==> config.mk <==
export PLATFORM = sky130hd
export DESIGN_NAME = nonce_collector
export DESIGN_NICKNAME = d
export VERILOG_FILES = /design/src/rtl/nonce_pkg.sv /design/src/rtl/nonce_fifo.sv /design/src/rtl/nonce_collector.sv
export SDC_FILE = /design/constraint.sdc
export NUM_CORES = 1
export LEC_CHECK = 0
export BUFFER_PORTS_ARGS = -buffer_cell sky130_fd_sc_hd__buf_4
export CORE_MARGIN = 4
export CORE_UTILIZATION = 45
export CTS_BUF_LIST = sky130_fd_sc_hd__clkbuf_4
export CTS_CLUSTER_DIAMETER = 200
export CTS_CLUSTER_SIZE = 8
export DETAILED_ROUTE_END_ITERATION = 12
export GPL_ROUTABILITY_DRIVEN = 0
export GPL_TIMING_DRIVEN = 0
export RECOVER_POWER = 25
export SYNTH_ARGS = -nofsm -noshare
export SYNTH_HDL_FRONTEND = slang
export SYNTH_HIERARCHICAL = 1
export SYNTH_SLANG_ARGS = --single-unit
==> constraint.sdc <==
create_clock -name clk -period 6.4 [get_ports clk]
set_input_delay 1.28 -clock clk [delete_from_list [all_inputs] [get_ports clk]]
set_output_delay 1.28 -clock clk [all_outputs]
set_load 0.05 [all_outputs]
==> src/rtl/nonce_pkg.sv <==
// Shared types for the multi-core nonce collector.
// Default widths, frame layout and serializer states.
package nonce_pkg;

  localparam int NONCE_W_DEF   = 32;
  localparam int NUM_CORES_DEF = 4;

  function automatic int id_w(input int n);
    return (n > 1) ? $clog2(n) : 1;
  endfunction

  localparam int ID_W_DEF = id_w(NUM_CORES_DEF);

  typedef struct packed {
    logic [ID_W_DEF-1:0]    id;
    logic [NONCE_W_DEF-1:0] nonce;
  } nonce_frame_t;

  typedef enum logic {
    IDLE,
    SHIFT
  } ser_state_t;

endpackage

==> src/rtl/nonce_fifo.sv <==
// Synchronous FIFO of nonce frames.
// Full/empty come from an extra pointer wrap bit.
module nonce_fifo
  import nonce_pkg::*;
#(
  parameter type T     = nonce_frame_t,
  parameter int  DEPTH = 8,
  localparam int AW    = $clog2(DEPTH)
) (
  input  logic        clk,
  input  logic        rst,
  input  logic        push,
  input  T            wdata,
  input  logic        pop,
  output T            rdata,
  output logic        full,
  output logic        empty,
  output logic [AW:0] count
);

  T           mem [DEPTH];
  logic [AW:0] wp;
  logic [AW:0] rp;
  logic        do_push;
  logic        do_pop;

  assign empty = (wp == rp);
  assign full  = (wp[AW] != rp[AW]) &&
                 (wp[AW-1:0] == rp[AW-1:0]);
  assign count = wp - rp;
  assign rdata = mem[rp[AW-1:0]];

  assign do_pop  = pop && !empty;
  assign do_push = push && (!full || do_pop);

  always_ff @(posedge clk) begin
    if (rst) begin
      wp <= '0;
      rp <= '0;
    end else begin
      if (do_push) wp <= wp + 1'b1;
      if (do_pop)  rp <= rp + 1'b1;
    end
  end

  always_ff @(posedge clk) begin
    if (do_push) mem[wp[AW-1:0]] <= wdata;
  end

endmodule

==> src/rtl/nonce_collector.sv <==
// Collects hits from several hash cores, queues them with a core
// tag and streams each frame out serially, LSB first.
module nonce_collector
  import nonce_pkg::*;
#(
  parameter int NUM_CORES = NUM_CORES_DEF,
  parameter int NONCE_W   = NONCE_W_DEF,
  parameter int DEPTH     = 8
) (
  input  logic                         clk,
  input  logic                         rst,
  input  logic [NUM_CORES-1:0]         valid,
  input  logic [NUM_CORES-1:0]         success,
  input  logic [NUM_CORES*NONCE_W-1:0] nonce_i,
  input  logic                         readready,
  output logic                         nonce_o,
  output logic                         nonce_valid_o,
  output logic                         frame_last_o,
  output logic                         overflow,
  output logic [7:0]                   drop_count,
  output logic [$clog2(DEPTH):0]       fill_level
);

  localparam int ID_W    = id_w(NUM_CORES);
  localparam int FRAME_W = NONCE_W + ID_W;
  localparam int CNT_W   = $clog2(FRAME_W);

  typedef struct packed {
    logic [ID_W-1:0]    id;
    logic [NONCE_W-1:0] nonce;
  } frame_t;

  logic [NUM_CORES-1:0] hit;
  logic [NUM_CORES-1:0] hold_v;
  logic [NUM_CORES-1:0] gmask;
  logic [NONCE_W-1:0]   hold_n [NUM_CORES];
  logic [ID_W-1:0]      ptr;
  logic [ID_W-1:0]      gidx;
  logic                 gfound;
  logic                 grant;
  logic                 drop;
  logic                 pop;
  logic                 full;
  logic                 empty;
  frame_t               wdata;
  frame_t               rdata;

  ser_state_t           state_q, state_d;
  logic [FRAME_W-1:0]   sh_q, sh_d;
  logic [CNT_W-1:0]     cnt_q, cnt_d;
  logic                 bit_d, vld_d, last_d;

  assign hit = valid & success;

  // Round-robin search starting at ptr; first occupied reg wins.
  always_comb begin
    int j;
    j      = 0;
    gidx   = '0;
    gfound = 1'b0;
    for (int i = 0; i < NUM_CORES; i++) begin
      j = int'(ptr) + i;
      if (j >= NUM_CORES) j = j - NUM_CORES;
      if (!gfound && hold_v[j]) begin
        gfound = 1'b1;
        gidx   = ID_W'(j);
      end
    end
  end

  assign grant = gfound && (!full || pop);
  assign gmask = grant ? (NUM_CORES'(1) << gidx) : '0;
  assign drop  = |(hit & hold_v & ~gmask);

  assign wdata.id    = gidx;
  assign wdata.nonce = hold_n[gidx];

  always_ff @(posedge clk) begin
    if (rst) begin
      hold_v     <= '0;
      ptr        <= '0;
      overflow   <= 1'b0;
      drop_count <= '0;
    end else begin
      for (int k = 0; k < NUM_CORES; k++) begin
        if (hit[k] && (!hold_v[k] || gmask[k]))
          hold_v[k] <= 1'b1;
        else if (gmask[k])
          hold_v[k] <= 1'b0;
      end
      if (grant)
        ptr <= (gidx == ID_W'(NUM_CORES - 1))
             ? '0 : gidx + 1'b1;
      if (drop) begin
        overflow <= 1'b1;
        if (drop_count != 8'hFF)
          drop_count <= drop_count + 8'd1;
      end
    end
  end

  always_ff @(posedge clk) begin
    for (int k = 0; k < NUM_CORES; k++)
      if (hit[k] && (!hold_v[k] || gmask[k]))
        hold_n[k] <= nonce_i[k*NONCE_W +: NONCE_W];
  end

  nonce_fifo #(
    .T     (frame_t),
    .DEPTH (DEPTH)
  ) u_fifo (
    .clk   (clk),
    .rst   (rst),
    .push  (grant),
    .wdata (wdata),
    .pop   (pop),
    .rdata (rdata),
    .full  (full),
    .empty (empty),
    .count (fill_level)
  );

  always_comb begin
    state_d = state_q;
    sh_d    = sh_q;
    cnt_d   = cnt_q;
    bit_d   = nonce_o;
    vld_d   = 1'b0;
    last_d  = 1'b0;
    pop     = 1'b0;
    unique case (state_q)
      IDLE: begin
        bit_d = 1'b0;
        if (!empty && readready) begin
          pop     = 1'b1;
          sh_d    = rdata;
          cnt_d   = '0;
          state_d = SHIFT;
        end
      end
      SHIFT: begin
        if (readready) begin
          bit_d = sh_q[0];
          vld_d = 1'b1;
          sh_d  = sh_q >> 1;
          cnt_d = cnt_q + CNT_W'(1);
          if (cnt_q == CNT_W'(FRAME_W - 1)) begin
            last_d  = 1'b1;
            state_d = IDLE;
          end
        end
      end
      default: state_d = IDLE;
    endcase
  end

  always_ff @(posedge clk) begin
    if (rst) begin
      state_q       <= IDLE;
      sh_q          <= '0;
      cnt_q         <= '0;
      nonce_o       <= 1'b0;
      nonce_valid_o <= 1'b0;
      frame_last_o  <= 1'b0;
    end else begin
      state_q       <= state_d;
      sh_q          <= sh_d;
      cnt_q         <= cnt_d;
      nonce_o       <= bit_d;
      nonce_valid_o <= vld_d;
      frame_last_o  <= last_d;
    end
  end

endmodule
# [After elaboration in Yosys (flattened, before gate mapping)]
# Memory sizes are Yosys's and may differ from the RTL's. A register that Yosys moved wholly into a read port is not among the register bits.
# Index checks and enable logic that the tools add are counted.
[word_totals] mem_bits_rw=400 memories=2 ff_bits=67
[op_classes] eq_ne=8 n_addsub=13 shift=1 n_lt_le_gt_ge=8 n_reduce_logical=36 n_mux=61 bitwise_logic=6
[memory_table] name="u_fifo.mem" words=8 width=34 rd=1 rd_ports_with_merged_regs=1 write_ports=1 line_no="nonce_fifo.sv:21" rtl="T mem [DEPTH];"
[memory_table] name="hold_n" words=4 width=32 rd=1 rd_ports_with_merged_regs=0 write_ports=4 line_no="nonce_collector.sv:36" rtl="logic [NONCE_W-1:0] hold_n [NUM_CORES];"
[op_table] operator="$lt 32x4->1 const B" n=4
[op_table] operator="$mux 32" n=4
[op_table] operator="$mux 34" n=2
[op_table] operator="$pmux 34 s2" n=1
[op_table] operator="$mux 1" n=37
[op_table] operator="$and 4x4->4" n=3
[op_table] operator="$logic_and 1x1->1" n=12
[op_table] operator="$mux 6" n=2
[op_table] operator="$pmux 6 s2" n=1
[op_table] operator="$sub 3x3->4 const B" n=3
[op_table] operator="$mux 2" n=5
[op_table] operator="$ge 3x3->1 const B" n=3
[op_table] operator="$logic_not 1->1" n=9
[op_table] operator="$add 4x1->4 const B" n=2
[op_table] operator="$add 8x1->8 const B" n=1
[op_table] operator="$bmux 1 s2" n=4
[op_table] operator="$ne 8x8->1 const B" n=1
[op_table] operator="$reduce_bool 2->1" n=4
[op_table] operator="$add 2x2->3 const B" n=2
[op_table] operator="$add 6x1->6 const B" n=1
[op_table] operator="$eq 6x6->1 const B" n=1
[op_table] operator="$logic_or 1x1->1" n=6
[op_table] operator="$mux 3" n=2
[op_table] operator="$eq 4x4->1" n=1
[op_table] operator="18 further kinds" n=22

# [Longest topological paths before layout]
[depth] depth_word=21 depth_mapped=12 ltp_nobuf=11

# [Hierarchy]
# Netlist, hierarchy kept.
[modules_own_cells] mod="nonce_fifo" area_each_um2=10969.3 seq_area_each_um2=8388.0 cells_per_inst=467 n_inst=1
[modules_own_cells] mod="nonce_collector" area_each_um2=7547.2 seq_area_each_um2=5024.8 cells_per_inst=618 n_inst=1

# [Worst setup path before layout]
# Ideal clock, no wire load.
[synth_timing] kind="input to register" start="in readready" end="mem u_fifo/mem[3][0] (netlist name) (enable)" setup_time_ps=468 t_arrival_ps=4677 path_slack_ps=1255 path_stages=5 path_buffers=0 cell_sequence="nor3b_4 -> nor2_2 -> nor2_1 -> nand3b_1 -> nor3_1"
[synth_via] elab_chain_len=8 word_cells_on_any_way=10
[synth_lines] item="start: declaration" line_no="nonce_collector.sv:15" rtl="input logic readready,"
[synth_lines] item="$logic_and 1x1->1" line_no="nonce_collector.sv:134" rtl="if (!empty && readready) begin"
[synth_lines] item="$mux 1" line_no="nonce_collector.sv:134"
[synth_lines] item="$mux 1" line_no="nonce_collector.sv:131" rtl="unique case (state_q)"
[synth_lines] item="$logic_or 1x1->1" line_no="nonce_collector.sv:71" rtl="assign grant = gfound && (!full || pop);"
[synth_lines] item="$logic_and 1x1->1" line_no="nonce_collector.sv:71"
[synth_lines] item="named net grant" line_no="nonce_collector.sv:40" rtl="logic grant;"
[synth_lines] item="$logic_and 1x1->1" line_no="nonce_fifo.sv:34" rtl="assign do_push = push && (!full || do_pop);"
[synth_lines] item="$mux 1" line_no="nonce_fifo.sv:47" rtl="if (do_push) mem[wp[AW-1:0]] <= wdata;"
[synth_lines] item="$mux 1 (implied by the code)" line_no="nonce_fifo.sv:47"
[synth_lines] item="end: declaration" line_no="nonce_fifo.sv:21"
# The timed path passes the listed nets, and every way through them passes these cells.

# [Final worst setup path]
[layout_timing] start="reg u_fifo.wp[0]" end="mem u_fifo/mem[0][12] (netlist name) (enable)"
[layout_via] elab_chain_len=10 word_cells_on_any_way=15
[layout_lines] item="start: declaration" line_no="nonce_fifo.sv:22" rtl="logic [AW:0] wp;"
[layout_lines] item="start signal: assignment" line_no="nonce_fifo.sv:41" rtl="if (do_push) wp <= wp + 1'b1;"
[layout_lines] item="$eq 4x4->1" line_no="nonce_fifo.sv:27" rtl="assign empty = (wp == rp);"
[layout_lines] item="named net empty" line_no="nonce_collector.sv:44" rtl="logic empty;"
[layout_lines] item="$logic_not 1->1" line_no="nonce_collector.sv:134"
[layout_lines] item="$logic_and 1x1->1" line_no="nonce_collector.sv:134"
[layout_lines] item="$mux 1" line_no="nonce_collector.sv:134"
[layout_lines] item="$mux 1" line_no="nonce_collector.sv:131"
[layout_lines] item="named net pop" line_no="nonce_collector.sv:42" rtl="logic pop;"
[layout_lines] item="$logic_or 1x1->1" line_no="nonce_collector.sv:71"
[layout_lines] item="$logic_and 1x1->1" line_no="nonce_collector.sv:71"
[layout_lines] item="named net grant" line_no="nonce_collector.sv:40"
[layout_lines] item="$logic_and 1x1->1" line_no="nonce_fifo.sv:34"
[layout_lines] item="$mux 1" line_no="nonce_fifo.sv:47"
[layout_lines] item="$mux 1 (implied by the code)" line_no="nonce_fifo.sv:47"
# The timed path passes the listed nets, and every way through them passes these cells.

==> results by group <==
Die
  • # rows: 74
  • DIE AREA: roughly 44,000 µm²
  • Core area: 40,700 µm²
  • I/O Pins: 155
  • Starting density of the core: 0.455
  • Die W: roughly 210 µm
  • Chip height: 211 µm

Clock tree
  • Postcts setup bufs: 0
  • CTS resizes: 0
  • # clock sinks: 470
  • Num CTS Buffers: 68
  • CTS root buffer: clkbuf_4
  • Clock latency on the worst-skew pair: between 0.7 and 0.8 ns
  • H-Tree Depth: 3
  • CTS Hold Bufs: 0
  • Maximum clock insertion buffer count: 3
  • Worst-path clk slew: ~0.10 ns
  • CTS tree: yes

STA
  • RSZ-0062 raised after global routing: no
  • Final setup fails: 0
  • Final hold vios: 0
  • Headroom to the max-slew limit: 0.252
  • Period minus WS final: 4.90 ns
  • Fmax: roughly 200 MHz
  • Measured slew at the worst slew-check pin: 1.12 ns
  • Final Max Tran Viols: 0
  • Crit share post-route: 0.765
  • Worst setup margin: between 1.5 and 2 ns
  • Setup TNS: 0 ns
  • Fin Clk Skew: about 0.053 ns

Route
  • Drt pass-1 iters: 5
  • Vias per cell: ~5.4
  • Antenna Nets Post-Route: 0
  • Via count: between 10,000 and 15,000
  • Drt wl/cell: 21.7 µm
  • Iter 0 DRT Violations: 804
  • Routed wire length: ~41,000 µm
  • DRC Markers: 0

Finish
  • Area Overhead vs Synth: 16.2%
  • Nets: 1,479
  • Finished Layout Cells: 1,906
  • Layout cell share with drive strength beyond 1: 0.285

Yosys
  • Netlist Area Pre-Place: 18,500 µm²
  • Register area share after synthesis: 0.724
  • Seq cells post-synth: 470
  • EDFF count, synth: 400
  • Synth cell types: 56
  • Synth async-reset ratio: 0
  • Syn Area/Cell: 17.1 µm²
  • Primary FF master, synth: edfxtp_1
  • Area contributors post-synth: edfxtp_1 (65%), dfxtp_1 (7.6%), mux4_2 (6.8%)
  • Area leader, netlist: edfxtp_1
  • Ys Warns: 6
  • Synthesized instance count: 1,085
  • Mapped Nets: 1,233
  • Synth top area share: 0.649

GRT
  • Gr usage total: 0.188
  • Pin count of the biggest net entering global routing: 28
  • Initial antenna violation count: 1
  • Vias in the first global route: 10,573
  • Grt total ovfl: 0
  • Wire length of the first global-routing pass: 63,000 µm

Setup path
  • Slowest cell on the critical path: nor3_2
  • Most used cell, CP: nor2_1
  • Startpoint types: register
  • R2r startpoint: u_fifo/wp[0]
  • FF-to-FF setup slack: 1.50 ns
  • Worst EP required: 6.82 ns
  • Worst EP arrival: 5.32 ns
  • R2r endpoint: u_fifo/mem[0][12]
  • Crit-path max FO: 12
  • CP Class: reg2reg
  • Worst path max stage delay: between 0.7 and 0.8 ns
  • Worst-case reg-to-reg path depth: 11
  • Crit-path cells: inv_1 > ha_1 > nand3_1 > nor2_1 > nor3b_4 > nor2_1 > nor2_1 > nand3b_1 > nor3_2 > buf_6 > buf_8
  • Crit. End Element: register

Run status
  • Status: completed

Placement
  • I/O Buffers: 154
  • Pre-CTS setup slack: ~1.5 ns
  • Hpwl dp: 27,900 µm
  • Placed insts: 1,793

Hold path
  • Hold Path Class: reg2reg
  • Worst min-delay path startpoint: sh_q[0]
  • Hold path cells: 2
  • Hold worst-path end: nonce_o

Power and ir drop
  • Tot Pwr: 0.00689 W
  • Leak pwr: 7.19 nW
  • PwrDens: 320 nW/µm²
  • Worst vdd ir: 0.000190 V

Run
  • Max-Cap Viols: 0
cells in the final DEF, fill, tap and decap left out, types with 20 or more instances in the layout:
master	count
nand2_1	78
mux2i_1	37
nor2_1	65
clkbuf_4	234
a211oi_1	67
a31oi_1	32
a21oi_1	21
dfxtp_1	70
and2_0	26
edfxtp_1	400
mux2_4	20
mux4_2	56
clkbuf_1	60
layer usage:
layer  GRT usage  vias to the layer above  wire length, µm
met5           0                        -                0
met2       0.288                      278            19300
li1            -                     4765                -
met3      0.0353                       55             2150
met4      0.0604                        0              821
met1       0.275                     5111            19100
sequential cells by signal, summed over array words and instances, names as in the netlist, named ones only:
name	flops
frame_last_o	1
nonce_o	1
drop_count	8
u_fifo/mem	272
sh_q	34
hold_n	128
state_q	1
u_fifo/wp	4
hold_v	4
overflow	1
ptr	2
nonce_valid_o	1
u_fifo/rp	4
cnt_q	6
per-stage QoR:
step	hold WS, ns	cell area [µm²]	utilization
detailed placement	0.486	20800	0.510
global route	0.535	21500	0.528
global placement	0.474	20300	0.499
floorplan	0.464	18500	-
finish	0.498	21500	0.528
CTS	0.508	21600	0.531
logic make-up after synthesis:
logic type / count (synthesis) / synth area share
flops: 470 / 0.724
simple gates: 228 / 0.0572
compound gates: 150 / 0.0562
mux: 139 / 0.130
buf+inv: 77 / 0.0199
xor+xnor: 12 / 0.00608
fa+ha+maj: 9 / 0.00649
power by group:
part	leakage, nW	switching (W)	internal (W)
Combinational	2.44	0.000809	0.000528
Clock	0.512	0.000994	0.000776
Sequential	4.24	0.0000775	0.00371
synth_stat cells (all sizes together), types with 2 or more instances:
cell type  count
nor3b          3
a21boi         2
mux4          68
a21oi         22
o21ai          8
nor2b          4
nand3         11
o31ai          7
nand2b         7
ha             8
nor2          70
nand4          2
dfxtp         70
and2          32
mux2i         37
xor2           6
nand2         78
inv           16
xnor2          6
o21a           3
a211oi        67
edfxtp       400
nor3           7
clkbuf        33
mux2          34
nor4           3
or3            4
or4            3
a31oi         32
a21o           2
buf           28
final cells by class:
class	count	area (µm²)
Sequential cell	470	13400
Buffer	61	305
Clock buffer	111	833
Clock inverter	1	3.75
Multi-Input combinational cell	538	4800
Tap cell	532	666
Antenna cell	1	2.50
Timing Repair Buffer	176	1440
Fill cell	3357	19200
Inverter	16	60.1
worst max-delay path by stage:
stage / cells past startpoint / start / to / slack (ns)
after floorplan: 5 / readready / u_fifo/mem[3][0] / 1.26
after global placement: 6 / readready / u_fifo/mem[4][10] / -2.34
after detailed placement: 8 / readready / u_fifo/mem[0][8] / 1.54
after CTS: 11 / u_fifo/wp[0] / u_fifo/mem[0][12] / 1.53
after global routing: 11 / u_fifo/wp[0] / u_fifo/mem[0][8] / 1.19
final: 11 / u_fifo/wp[0] / u_fifo/mem[0][12] / 1.50
worst max-delay path, delay by kind of cell, from the launching register on:
family | cells | cell delay [ns]
simple gates | 7 | 3.17
buf+inv | 3 | 0.59
flops | 1 | 0.48
fa+ha+maj | 1 | 0.34
Note: power is estimated with default switching activity, not from simulation.
